===== src/rtl/mult_pkg.sv =====
// rtl/mult_pkg.sv - shared types and sizing helpers for the shift-add multiplier
//
// Purpose: FSM state encoding and the width helper used to size the
//          iteration counter and the partial-sum bit offset.
// Ports:   none (package).

package mult_pkg;

  typedef enum logic [1:0] {
    IDLE = 2'd0,
    BUSY = 2'd1,
    DONE = 2'd2
  } mult_state_t;

  // Bits needed to hold values 0..n-1; never less than one so that a
  // single-iteration configuration still gets a real counter register.
  function automatic int count_w(input int n);
    return (n <= 1) ? 1 : $clog2(n);
  endfunction

endpackage


===== src/rtl/mult_partial_sum.sv =====
// rtl/mult_partial_sum.sv - combinational partial sum for one multiplier step
//
// Purpose: adds up to BITS_PER_CYCLE copies of the multiplicand, each shifted
//          to the weight of the multiplier bit that selects it.
// Ports:
//   bits    in   BITS_PER_CYCLE  multiplier bits retired this step (LSB first)
//   mcand   in   2*WIDTH         zero-extended multiplicand
//   offset  in   OFF_W           weight of bits[0] within the multiplier
//   psum    out  2*WIDTH         sum of selected, shifted multiplicands

module mult_partial_sum
  import mult_pkg::*;
#(
  parameter int WIDTH          = 8,
  parameter int BITS_PER_CYCLE = 1
) (
  input  logic [BITS_PER_CYCLE-1:0]      bits,
  input  logic [2*WIDTH-1:0]             mcand,
  input  logic [count_w(2*WIDTH)-1:0]    offset,
  output logic [2*WIDTH-1:0]             psum
);

  localparam int OFF_W = count_w(2 * WIDTH);

  always_comb begin
    psum = '0;
    for (int k = 0; k < BITS_PER_CYCLE; k++) begin
      if (bits[k]) begin
        psum = psum + (mcand << (offset + OFF_W'(k)));
      end
    end
  end

endmodule


===== src/rtl/multiplier_shift_add_seq.sv =====
// rtl/multiplier_shift_add_seq.sv - multi-cycle shift-add multiplier with valid/ready
//
// Purpose: multiplies in1 (multiplier) by in2 (multiplicand), retiring
//          BITS_PER_CYCLE multiplier bits per clock. One operation in flight;
//          the product is presented with out_valid exactly WIDTH/BITS_PER_CYCLE
//          cycles after the accepting edge and held until out_ready.
// Optional feature macro: MULT_SIGNED_EN adds the in_signed port; when in_signed
//          is high the operands are two's complement (magnitudes multiplied,
//          product negated on the final step if the signs differ).
// Ports:
//   clk        in   1        rising-edge clock
//   rst        in   1        asynchronous active-high reset
//   in_valid   in   1        operands present on in1/in2
//   in_ready   out  1        high only in IDLE
//   in1        in   WIDTH    multiplier
//   in2        in   WIDTH    multiplicand
//   in_signed  in   1        (MULT_SIGNED_EN only) operands are signed
//   out_valid  out  1        product present on out
//   out_ready  in   1        downstream accepts product
//   out        out  2*WIDTH  product; keeps its value after the transfer
//   busy       out  1        high in BUSY or DONE

module multiplier_shift_add_seq
  import mult_pkg::*;
#(
  parameter int WIDTH          = 8,
  parameter int BITS_PER_CYCLE = 1
) (
  input  logic               clk,
  input  logic               rst,
  input  logic               in_valid,
  output logic               in_ready,
  input  logic [WIDTH-1:0]   in1,
  input  logic [WIDTH-1:0]   in2,
`ifdef MULT_SIGNED_EN
  input  logic               in_signed,
`endif
  output logic               out_valid,
  input  logic               out_ready,
  output logic [2*WIDTH-1:0] out,
  output logic               busy
);

  localparam int ITER    = WIDTH / BITS_PER_CYCLE;
  localparam int COUNT_W = count_w(ITER);
  localparam int OFF_W   = count_w(2 * WIDTH);
  localparam int PW      = 2 * WIDTH;

  if (BITS_PER_CYCLE < 1 || WIDTH < 2 || (WIDTH % BITS_PER_CYCLE) != 0) begin : g_bad_params
    $error("multiplier_shift_add_seq: BITS_PER_CYCLE must divide WIDTH and WIDTH must be >= 2");
  end

  mult_state_t        state;
  logic [WIDTH-1:0]   mplier;   // shifts right so its low bits are always the next ones to retire
  logic [PW-1:0]      mcand;
  logic [PW-1:0]      acc;
  logic [COUNT_W-1:0] count;
  logic               neg;
  logic [PW-1:0]      out_r;

  logic [WIDTH-1:0]   mag1;
  logic [WIDTH-1:0]   mag2;
  logic               neg_in;
  logic [OFF_W-1:0]   offset;
  logic [PW-1:0]      psum;
  logic [PW-1:0]      acc_next;
  logic [PW-1:0]      result;
  logic               last;

`ifdef MULT_SIGNED_EN
  // Magnitude of the most negative value wraps to itself, which read as
  // unsigned is exactly 2^(WIDTH-1).
  always_comb begin
    mag1   = (in_signed && in1[WIDTH-1]) ? (~in1 + 1'b1) : in1;
    mag2   = (in_signed && in2[WIDTH-1]) ? (~in2 + 1'b1) : in2;
    neg_in = in_signed && (in1[WIDTH-1] ^ in2[WIDTH-1]);
  end
`else
  always_comb begin
    mag1   = in1;
    mag2   = in2;
    neg_in = 1'b0;
  end
`endif

  always_comb begin
    offset   = OFF_W'(count) * OFF_W'(BITS_PER_CYCLE);
    acc_next = acc + psum;
    result   = neg ? (~acc_next + 1'b1) : acc_next;
    last     = (count == COUNT_W'(ITER - 1));
  end

  mult_partial_sum #(
    .WIDTH          (WIDTH),
    .BITS_PER_CYCLE (BITS_PER_CYCLE)
  ) u_partial_sum (
    .bits   (mplier[BITS_PER_CYCLE-1:0]),
    .mcand  (mcand),
    .offset (offset),
    .psum   (psum)
  );

  always_ff @(posedge clk or posedge rst) begin
    if (rst) begin
      state  <= IDLE;
      mplier <= '0;
      mcand  <= '0;
      acc    <= '0;
      count  <= '0;
      neg    <= 1'b0;
      out_r  <= '0;
    end else begin
      case (state)
        IDLE: begin
          if (in_valid) begin
            mplier <= mag1;
            mcand  <= {{WIDTH{1'b0}}, mag2};
            acc    <= '0;
            count  <= '0;
            neg    <= neg_in;
            state  <= BUSY;
          end
        end
        BUSY: begin
          mplier <= mplier >> BITS_PER_CYCLE;
          count  <= count + 1'b1;
          if (last) begin
            acc   <= result;
            out_r <= result;
            state <= DONE;
          end else begin
            acc <= acc_next;
          end
        end
        DONE: begin
          if (out_ready) begin
            state <= IDLE;
          end
        end
        default: state <= IDLE;
      endcase
    end
  end

  assign in_ready  = (state == IDLE);
  assign out_valid = (state == DONE);
  assign busy      = (state != IDLE);
  assign out       = out_r;

endmodule

===== config.mk =====
export PLATFORM = sky130hd
export DESIGN_NAME = multiplier_shift_add_seq
export DESIGN_NICKNAME = d
export VERILOG_FILES = /design/src/rtl/mult_pkg.sv /design/src/rtl/mult_partial_sum.sv /design/src/rtl/multiplier_shift_add_seq.sv
export SDC_FILE = /design/constraint.sdc
export NUM_CORES = 1
export LEC_CHECK = 0
export BUFFER_PORTS_ARGS = -buffer_cell sky130_fd_sc_hd__buf_2
export CAP_MARGIN = 20
export CORE_MARGIN = 8
export CORE_UTILIZATION = 40
export DETAILED_ROUTE_END_ITERATION = 6
export PLACE_DENSITY = 0.66
export SLEW_MARGIN = 25
export SYNTH_ARGS = -nofsm -noshare
export SYNTH_HDL_FRONTEND = slang
export SYNTH_SLANG_ARGS = --single-unit

===== constraint.sdc =====
create_clock -name clk -period 4.9 [get_ports clk]
set_clock_uncertainty 0.2 [all_clocks]
set_input_delay 0.245 -clock clk [delete_from_list [all_inputs] [get_ports clk]]
set_output_delay 0.245 -clock clk [all_outputs]
set_load 0.01 [all_outputs]

==> impl_metrics.csv, run 1 <==
group,metric,value,unit
yosys,ys_async_sr_fraction,100.0,%
worst_hold_path,hold_class,"input pin to flip-flop",
power,clock_power_share,12.6,%
timing,min_period,3.321,ns
final_layout,stdcell_area,3662,µm²
routing,routed-wl-met2,3259,µm
clocking,ctsResizeCount,0,
final_layout,fillCellCount,739,
power,ir_worst_vdd,264.8,µV
timing,relSlewSlack,40.43,%
routing,drt_first_pass_iters,4,
worst_setup_path,crit_required,4.91,ns
floorplan,rows,32,
worst_setup_path,startpoint_type,"flip-flop",
global_routing,grt_pass1_vias,2542,
routing,drt_iter0_markers,75,
routing,finalWirelength,7015,µm
timing,worst_slew_pin_slew,0.8936,ns
yosys,synthFlopType,"dfrtp_1",
floorplan,design.core.area,7687,µm²
worst_setup_path,path_class,"flip-flop to flip-flop",
power,p_int,1.195,mW
clocking,cts_max_level,2,
worst_setup_path,cp-end-kind,"flip-flop",
place,dp_hpwl,5122,µm
global_routing,grt.total_usage,12.98,%
place,placed_cells,461,
clocking,tritoncts,"done",
yosys,synth_cell_types,53,
global_routing,grt-ovfl-total,0,
final_layout,n_antenna_cell,0,
outcome,status,"finished clean",
power,fin_total_pwr,2.144,mW
final_layout,regArea,1326,µm²
routing,dr.max_layer_used,"met4",
yosys,synthesis.area,3172,µm²
yosys,yosysSeqAreaShare,41.81,%
yosys,synth-warning-count,0,
floorplan,dieArea,11030,µm²
global_routing,grt_pass1_wl,11880,µm
global_routing,antenna_found_initial,0,
yosys,syn-num-nets,373,
clocking,cts_sinks,53,
routing,num_vias,2524,
place,gp_congestion,0.8645,
place,portBuffers,38,
global_routing,grt_start_max_net_pins,54,
clocking,cts_root_buffer,"clkbuf_8",
yosys,synth-seq-cells,53,
final_layout,area_delta_synth_final,15.46,%
floorplan,die_y,105.0,µm
worst_setup_path,arrival,3.33,ns
power,p_leak,1.732,nW
floorplan,fp.dieW,105.0,µm
final_layout,nets,417,
routing,drcViolationCount,0,
routing,viasPerCell,5.237,
clocking,cts.path.max_buffers,2,
timing,fmax,301.1,MHz
power,p_sw_share,44.26,%
yosys,netlist_instances,335,
timing,finalMaxSlewViolations,0,
routing,wl_met1,3367,µm
clocking,cts_buffers,5,
timing,tns,0,ns
power,power_density,585.4,nW/µm²
routing,ant_nets,0,
floorplan,initial_core_util,41.26,%
power,p_comb_share,51.7,%
routing,avgRoutedWirePerCell,14.55,µm
yosys,synth_edf_count,0,
power,switchingPower,948.8,µW
timing,fin_crit_sh,67.78,%
power,seq_power_share,35.7,%
final_layout,layout.cells.non_filler,482,
routing,wl_met3,306,µm
timing,hold_viol_final,0,
final_layout,layout_commonest_cell,"dfrtp_1",
floorplan,io_pins,39,
timing,setup_violations,0,
final_layout,drive_above_1_share,21.05,%
yosys,postSynthAreaPerCell,9.468,µm²
clocking,clock_latency,0.32,ns
run,max-cap-violations,0,
final_layout,multi_input_area,1732,µm²
timing,grt_setup_unrepaired,"no",
clocking,cts.clk_slew.worst_paths,0.11,ns
place,place_area,3435,µm²
worst_setup_path,path_max_fanout,13,
final_layout,final_cell_mix,"53 x dfrtp_1, 47 x nand2_1, 38 x o21ai_0, 38 x buf_2, 20 x a21oi_1",
## registers in the layout (all words and copies together) (netlist names)
name / flops
acc: 16
mplier: 8
count: 3
out: 16
mcand: 8
state: 2
## critical path: stages, from the launching register on
cell	delay, ns
dfrtp_1	0.63
mux2_2	0.40
mux2_2	0.29
o211a_1	0.23
ha_1	0.40
and3_2	0.29
nand2_4	0.07
a211oi_2	0.23
nor3b_2	0.08
xnor2_1	0.13
mux2_2	0.26
## Yosys cell counts, drive strengths merged, types with 6 or more instances
cell type	instances	area share, %
nand3	10	1.6
buf	6	1.2
mux2i	12	3.8
a21oi	23	4.2
nor3	6	1.1
nor2	17	2.0
xnor2	7	1.9
nand2	48	5.9
ha	17	6.7
xor2	6	1.7
clkbuf	11	1.3
dfrtp	53	42
o21ai	44	7.1
mux2	16	5.7
inv	9	1.1
## through the flow
stage,hold slack (ns),util [%],setup WS (ns)
2_1_floorplan,0.1526,-,1.864
3_3_place_gp,0.2414,44.65,1.645
3_5_place_dp,0.1917,44.68,1.614
4_1_cts,0.001571,47.64,1.592
5_1_grt,0.03281,47.64,1.355
6_report,0.004738,47.64,1.579
## final cells by class
class | count | share of cell area, %
clock buffers | 5 | 1.879
clock inverters | 3 | 0.7858
inverters | 9 | 0.9908
multi-input cells | 256 | 47.28
flip-flops and latches | 53 | 36.21
well taps | 102 | 3.485
repair buffers | 54 | 9.361
## power by group through the flow
stage                     registers (mW)  logic (mW)  clock network (mW)
after floorplan                    0.727       0.865                   0
after global placement             0.769        1.08                   0
after detailed placement           0.776        1.10                   0
after CTS                          0.768        1.11               0.278
after global routing               0.795        1.24               0.292
final                              0.766        1.11               0.270
## metal layers
layer,GRT usage (%),vias up
met5,0,-
met3,2.948,8
li1,-,1274
met1,16.57,1193
met2,21.09,49
met4,4.485,0
## worst paths after layout
| check | from | endpoint | slack [ns] | cells past startpoint |
|---|---|---|---|---|
| min reg2reg | out[9] | out[9] | 0.29 | 2 |
| min | in1[5] | mplier[5] | 0.005 | 3 |
| max reg2reg | count[0] | out[11] | 1.58 | 10 |
| min in group asynchronous | rst | mplier[7] | 0.34 | 3 |
| max in group asynchronous | rst | out[14] | 3.71 | 3 |
| max | count[0] | out[11] | 1.58 | 10 |
## logic make-up (layout without fill, tap and decap cells)
family | count (synthesis) | after routing | synth area share, %
mux | 28 | 28 | 9.468
flops | 53 | 53 | 41.81
fa+ha+maj | 18 | 18 | 7.337
buf+inv | 26 | 71 | 3.590
compound gates | 90 | 90 | 17.95
xor+xnor | 13 | 13 | 3.590
simple gates | 107 | 107 | 16.25
## repair_timing
action	4_1_cts	5_1_grt
hold buffers	13	0
setup buffers	0	0
endpoints found under the hold margin	64	0
(Power assumes the default switching activity.)
==> run 2: changes to the inputs <==
--- a/config.mk
+++ b/config.mk
@@ -5,12 +5,13 @@
 export SDC_FILE = /design/constraint.sdc
 export NUM_CORES = 1
 export LEC_CHECK = 0
+export ABC_AREA = 1
 export BUFFER_PORTS_ARGS = -buffer_cell sky130_fd_sc_hd__buf_2
 export CAP_MARGIN = 20
 export CORE_MARGIN = 8
 export CORE_UTILIZATION = 40
 export DETAILED_ROUTE_END_ITERATION = 6
-export PLACE_DENSITY = 0.66
+export PLACE_DENSITY = 0.65
 export SLEW_MARGIN = 25
 export SYNTH_ARGS = -nofsm -noshare
 export SYNTH_HDL_FRONTEND = slang
==> constraint.sdc (replaced) <==
create_clock -name clk -period 3.4 [get_ports clk]
set_clock_uncertainty 0.2 [all_clocks]
set_input_delay 0.17 -clock clk [delete_from_list [all_inputs] [get_ports clk]]
set_output_delay 0.17 -clock clk [all_outputs]
set_load 0.01 [all_outputs]
==> run 2 against run 1 <==
Net effect:
- the flow now finishes with violations (negative hold slack)
- critical path depth is 1 higher
- clock power is 66% higher
- wire length is 12% higher
- synthesized area is 3.5% higher
- global-route usage is 1.4 points higher
- sequential share of layout area is 1.4 points lower
- total power is 100% higher
- worst hold slack worse by 0.0060 ns
- flip-flop and latch count stayed put
- register-to-register slack worse by 1.0 ns
- largest cell class unchanged
==> impl_metrics.csv, run 2 <==
group,metric,value,unit
outcome,status,"finished with violations",
outcome,violations,"negative hold slack",
final_layout,layout_commonest_cell,"nand2_1",
timing,timing.hold.ws,-0.001278,ns
power,clock_power_share,10.4,%
yosys,synth_cell_types,34,
timing,hold_viol_final,1,
worst_setup_path,r2r_setup_slack,0.56,ns
worst_setup_path,cpPeakStageDelay,0.54,ns
routing,drt_first_pass_iters,4,
floorplan,io_pins,39,
power,p_sw_share,50.49,%
yosys,synth_commonest_cells,"160 x nand2_1, 61 x inv_1, 53 x dfrtp_1, 28 x nand3_1, 25 x nor2_1",
clocking,cts.path.max_buffers,2,
clocking,ctsResizeCount,0,
final_layout,drive_above_1_share,12.07,%
power,p_int,2.130,mW
routing,finalWirelength,7877,µm
power,power_density,1131,nW/µm²
floorplan,die_y,106.6,µm
clocking,clock_latency,0.32,ns
yosys,synth-warning-count,0,
yosys,synth_top_area_share,40.41,%
yosys,synth-seq-cells,53,
global_routing,antenna_found_initial,0,
worst_setup_path,critical_path_depth,11,
power,switchingPower,2.172,mW
routing,ant_nets,0,
clocking,cts_sinks,53,
routing,num_vias,2965,
yosys,synth_edf_count,0,
global_routing,grt_pass1_wl,13560,µm
yosys,synth_mux_area_share,1.639,%
yosys,synth_top_family_by_area,"simple AND/OR/NAND/NOR gates",
worst_setup_path,slowest_stage,"dfrtp_1",
yosys,synthesis.area,3282,µm²
clocking,tritoncts,"done",
routing,avgRoutedWirePerCell,13.08,µm
worst_setup_path,path_class,"flip-flop to flip-flop",
worst_hold_path,min_path_cells,3,
global_routing,grt_pass1_vias,2954,
worst_setup_path,cp-end-kind,"flip-flop",
yosys,yosysSeqAreaShare,40.41,%
worst_hold_path,hold_class,"input pin to flip-flop",
worst_setup_path,cp_top_family,"simple AND/OR/NAND/NOR gates",
global_routing,grt_start_max_net_pins,54,
floorplan,initial_core_util,40.55,%
worst_setup_path,path_common_cell,"nand2_1",
yosys,netlist_instances,448,
worst_setup_path,crit_required,3.40,ns
clocking,cts.clk_slew.worst_paths,0.11,ns
yosys,synth_area_leader_cell,"dfrtp_1",
worst_setup_path,path_cells,"inv_1 -> o21ai_0 -> o22ai_1 -> ha_1 -> nand2_1 -> inv_1 -> a21oi_1 -> nand2_1 -> or2_1 -> nand3_1 -> nand2_1",
final_layout,final_cell_mix,"160 x nand2_1, 60 x inv_1, 53 x dfrtp_1",
timing,fin_crit_sh,83.39,%
routing,viasPerCell,4.925,
global_routing,grt.total_usage,14.43,%
final_layout,n_antenna_cell,0,
routing,drcViolationCount,0,
timing,grt_setup_unrepaired,"no",
yosys,yosys-top-cells-area,"dfrtp_1 40%, nand2_1 18%, inv_1 7.0%",
clocking,cts_max_level,2,
worst_setup_path,r2r_cells,11,
yosys,synth-compound-area-share,9.836,%
yosys,synth-xor-area-share,1.067,%
run,max-cap-violations,0,
yosys,synth_simple_gate_area_share,30.12,%
yosys,synthFlopType,"dfrtp_1",
timing,setup_violations,0,
worst_setup_path,startpoint_type,"flip-flop",
yosys,synth_fa_ha_area_share,7.091,%
clocking,cts_buffers,5,
final_layout,area_delta_synth_final,15.94,%
power,p_leak,2.106,nW
timing,min_period,2.835,ns
floorplan,fp.dieW,106.6,µm
timing,tns,0,ns
yosys,ys_async_sr_fraction,100.0,%
power,ir_worst_vdd,637.7,µV
power,seq_power_share,26.3,%
yosys,syn-num-nets,486,
global_routing,grt-ovfl-total,0,
worst_setup_path,path_max_fanout,11,
timing,relSlewSlack,56.77,%
power,p_comb_share,63.3,%
floorplan,dieArea,11360,µm²
yosys,synth_most_common_cell,"nand2_1",
timing,worst_slew_pin_slew,0.6484,ns
timing,finalMaxSlewViolations,0,
timing,fmax,352.7,MHz
worst_setup_path,arrival,2.84,ns
routing,drt_iter0_markers,120,
yosys,postSynthAreaPerCell,7.326,µm²
floorplan,design.core.area,8093,µm²
final_layout,final_core_util,47.02,%
place,dp_hpwl,5927,µm
power,fin_total_pwr,4.302,mW
clocking,cts_root_buffer,"clkbuf_8",
place,gp_congestion,0.8904,
floorplan,rows,33,
final_layout,nets,534,
worst_setup_path,cp_num_buf_inv,2,
place,portBuffers,38,
## run 2: routing by layer
layer / GRT usage (%) / vias up / part of all wire (%)
met5: 0 / - / 0
met4: 4.221 / 0 / 1.8
met2: 24.87 / 54 / 47
li1: - / 1519 / -
met1: 18.01 / 1380 / 48
met3: 2.519 / 12 / 3.1
## run 2: tightest hold or removal path, cell delays in order
cell      delay, ns
buf_2          0.08
nor3_1         0.04
a221oi_2       0.17
## run 2: worst paths after layout
kind	start	end
setup / recovery	count[1]	out[7]
hold / removal	in1[6]	mplier[6]
setup reg to reg	count[1]	out[7]
hold reg to reg	out[5]	out[5]
max in group asynchronous	rst	acc[8]
min in group asynchronous	rst	out[0]
## run 2: timing repair
item	CTS	global route
endpoints found under the hold margin	66	0
hold buffers	15	0
buffers inserted	0	0
## run 2: power by group through the flow
stage	combinational, mW	sequential [mW]	clock, mW
after floorplan	2.09	1.12	0
after global placement	2.67	1.14	0
final	2.72	1.13	0.449
after detailed placement	2.71	1.14	0
after CTS	2.74	1.13	0.464
after global routing	3.13	1.17	0.480
## run 2: cells by family (layout without fill, tap and decap cells)
group	Yosys count	count (layout)
multiplexers	5	5
AO/OA/AOI/OAI	52	52
buffers and inverters	78	127
flip-flops	53	53
adder cells (fa/ha/maj)	18	18
AND/OR/NAND/NOR	238	238
XOR/XNOR	4	4
## run 2: metrics by stage
step	worst slack [ns]	instance area, µm²	instances
detailed placement	0.6339	3538	579
global placement	0.6508	3536	579
global route	0.3120	3805	602
floorplan	1.060	3282	448
CTS	0.6166	3805	602
finish	0.5648	3805	602
## run 2: layout make-up
cell class              count  area (µm²)
well taps                 105       131.4
multi-input cells         317        1633
inverters                  64       242.7
flip-flops and latches     53        1326
clock inverters             3       47.55
clock buffers               5       68.82
repair buffers             55       355.3
fillers                   885        4288
==> run 3: changes to the inputs <==
--- a/config.mk
+++ b/config.mk
@@ -11,7 +11,7 @@
 export CORE_MARGIN = 8
 export CORE_UTILIZATION = 40
 export DETAILED_ROUTE_END_ITERATION = 6
-export PLACE_DENSITY = 0.65
+export PLACE_DENSITY = 0.68
 export SLEW_MARGIN = 25
 export SYNTH_ARGS = -nofsm -noshare
 export SYNTH_HDL_FRONTEND = slang
==> constraint.sdc (replaced) <==
create_clock -name clk -period 2.38 [get_ports clk]
set_clock_uncertainty 0.2 [all_clocks]
set_input_delay 0.119 -clock clk [delete_from_list [all_inputs] [get_ports clk]]
set_output_delay 0.119 -clock clk [all_outputs]
set_load 0.01 [all_outputs]
==> run 3 against run 2 <==
Net effect:
- the flow finishes with violations (negative setup slack)
- maximum frequency rose by 10%
- die area unchanged
- utilization up 8.2 points
- final cell count grew 7.6%
- flip-flop and latch count unchanged
- register-to-register slack got worse by 0.75 ns
- first-iteration DRC count is 57% higher
- count of clock-buffer cells in the layout unchanged
- largest cell class unchanged
==> impl_metrics.csv, run 3 (same netlist as run 2, synthesis figures left out) <==
group,metric,value,unit
routing,num_vias,3168,
routing,finalWirelength,8631,µm
worst_setup_path,path_class,"flip-flop to flip-flop",
final_layout,final_cell_mix,"136 x nand2_1, 52 x inv_1, 52 x dfrtp_1",
routing,drcViolationCount,0,
worst_setup_path,startpoint_type,"flip-flop",
clocking,cts_buffers,5,
floorplan,initial_core_util,40.55,%
global_routing,globalRouteMet1Util,18.74,%
clocking,clock_latency,0.31,ns
worst_setup_path,crit_required,2.38,ns
timing,fmax,389.5,MHz
worst_setup_path,arrival,2.57,ns
floorplan,fp.dieW,106.6,µm
final_layout,final_core_util,55.18,%
final_layout,area_delta_synth_final,36.07,%
global_routing,grt_util_met2,27.71,%
global_routing,grt-ovfl-total,0,
routing,drt_iter0_markers,188,
global_routing,grt.total_usage,15.75,%
timing,fin_crit_sh,107.9,%
global_routing,grt_pass1_vias,3207,
outcome,violations,"negative setup slack",
final_layout,n_antenna_cell,0,
routing,avgRoutedWirePerCell,13.32,µm
floorplan,die_y,106.6,µm
timing,finalMaxSlewViolations,0,
worst_setup_path,cp_top_family,"simple AND/OR/NAND/NOR gates",
clocking,cts_sinks,53,
global_routing,grt_start_max_net_pins,30,
worst_setup_path,slowest_stage,"dfrtp_2",
floorplan,io_pins,39,
place,gp_congestion,1.023,
floorplan,dieArea,11360,µm²
timing,grt_setup_unrepaired,"yes",
global_routing,grt_pass1_wl,14790,µm
global_routing,antenna_found_initial,0,
clocking,cts.path.max_buffers,2,
global_routing,grt_use_met3,3.299,%
worst_setup_path,cp-end-kind,"flip-flop",
global_routing,top_usage_layer,"met2",
timing,setup_violations,23,
final_layout,nets,580,
place,dp_hpwl,6220,µm
worst_setup_path,path_cells,"buf_6 -> nand2_2 -> o21ai_2 -> mux2i_1 -> nor2_1 -> ha_1 -> or2_1 -> nand3b_1 -> nand2_2 -> or2_1 -> nand3_1 -> nand2_1",
outcome,status,"finished with violations",
timing,relSlewSlack,64.49,%
timing,timing.hold.ws,0.1978,ns
worst_setup_path,cpPeakStageDelay,0.47,ns
final_layout,drive_above_1_share,30.94,%
worst_hold_path,hold_class,"input pin to async pin",
clocking,cts.clk_slew.worst_paths,0.10,ns
timing,hold_viol_final,0,
run,max-cap-violations,0,
routing,viasPerCell,4.889,
worst_setup_path,cp_num_buf_inv,1,
worst_setup_path,path_max_fanout,7,
floorplan,design.core.area,8093,µm²
timing,finalWorstSetupSlack,-0.1875,ns
floorplan,rows,33,
final_layout,layout_commonest_cell,"nand2_1",
place,portBuffers,38,
timing,worst_slew_pin_slew,0.5318,ns
place,dp_slack,-0.2949,ns
clocking,tritoncts,"done",
routing,ant_nets,0,
final_layout,fillCellCount,746,
clocking,cts_root_buffer,"clkbuf_8",
routing,drt_first_pass_iters,4,
timing,min_period,2.567,ns
clocking,cts_max_level,2,
[run 3: changes by cell type in the layout (fill, tap and decap cells not counted), sizes merged]
cell         previous run  this run
buf                    40        80
clkinv                  1         2
dlygate4sd3            15        21
inv                    65        63
bufinv                  1         2
[run 3: layer usage]
layer	up-vias	wire length, µm
met1	1464	3725
met2	79	4277
met5	-	0
li1	1607	-
met4	0	216
met3	18	411
[run 3: what timing repair did]
| item | CTS | global route |
|---|---|---|
| endpoints found under the hold margin | 44 | 0 |
| setup buffers | 10 | 2 |
| hold buffers | 21 | 0 |
| endpoints found under the setup margin | 26 | 25 |
| resized for setup | 53 | 35 |
| pin swaps | 38 | 25 |
[run 3: through the flow]
stage	instances	area, µm²	setup TNS, ns
floorplan	448	3282	0
global placement	607	3759	-4.631
detailed placement	607	3759	-5.666
CTS	646	4323	-2.422
global route	648	4466	-6.640
finish	648	4466	-2.851
[run 3: layout make-up]
cell class	count	area [µm²]	area share, %
clock inverters	3	65.06	1.457
multi-input cells	317	1887	42.25
repair buffers	101	743.2	16.64
clock buffers	5	68.82	1.541
well taps	105	131.4	2.942
inverters	64	242.7	5.436
flip-flops and latches	53	1328	29.73
[run 3: final timing paths]
kind | start | endpoint | slack (ns) | cells past startpoint
max | count[0] | out[6] | -0.19 | 12
min | rst | state[1] | 0.20 | 3
max reg2reg | count[0] | out[6] | -0.19 | 12
min reg2reg | out[6] | out[6] | 0.28 | 2
max in group asynchronous | rst | count[0] | 1.24 | 4
min in group clk | out[6] | out[6] | 0.28 | 2
[run 3: worst min-delay path, delay by kind of cell]
| family | cells | cell delay [ns] |
|---|---|---|
| buffers and inverters | 3 | 1.06 |
Power of run 3 is left out: the tool's default activity adds up to more than one toggle a clock period on the data nets, which glitch-free logic cannot reach.
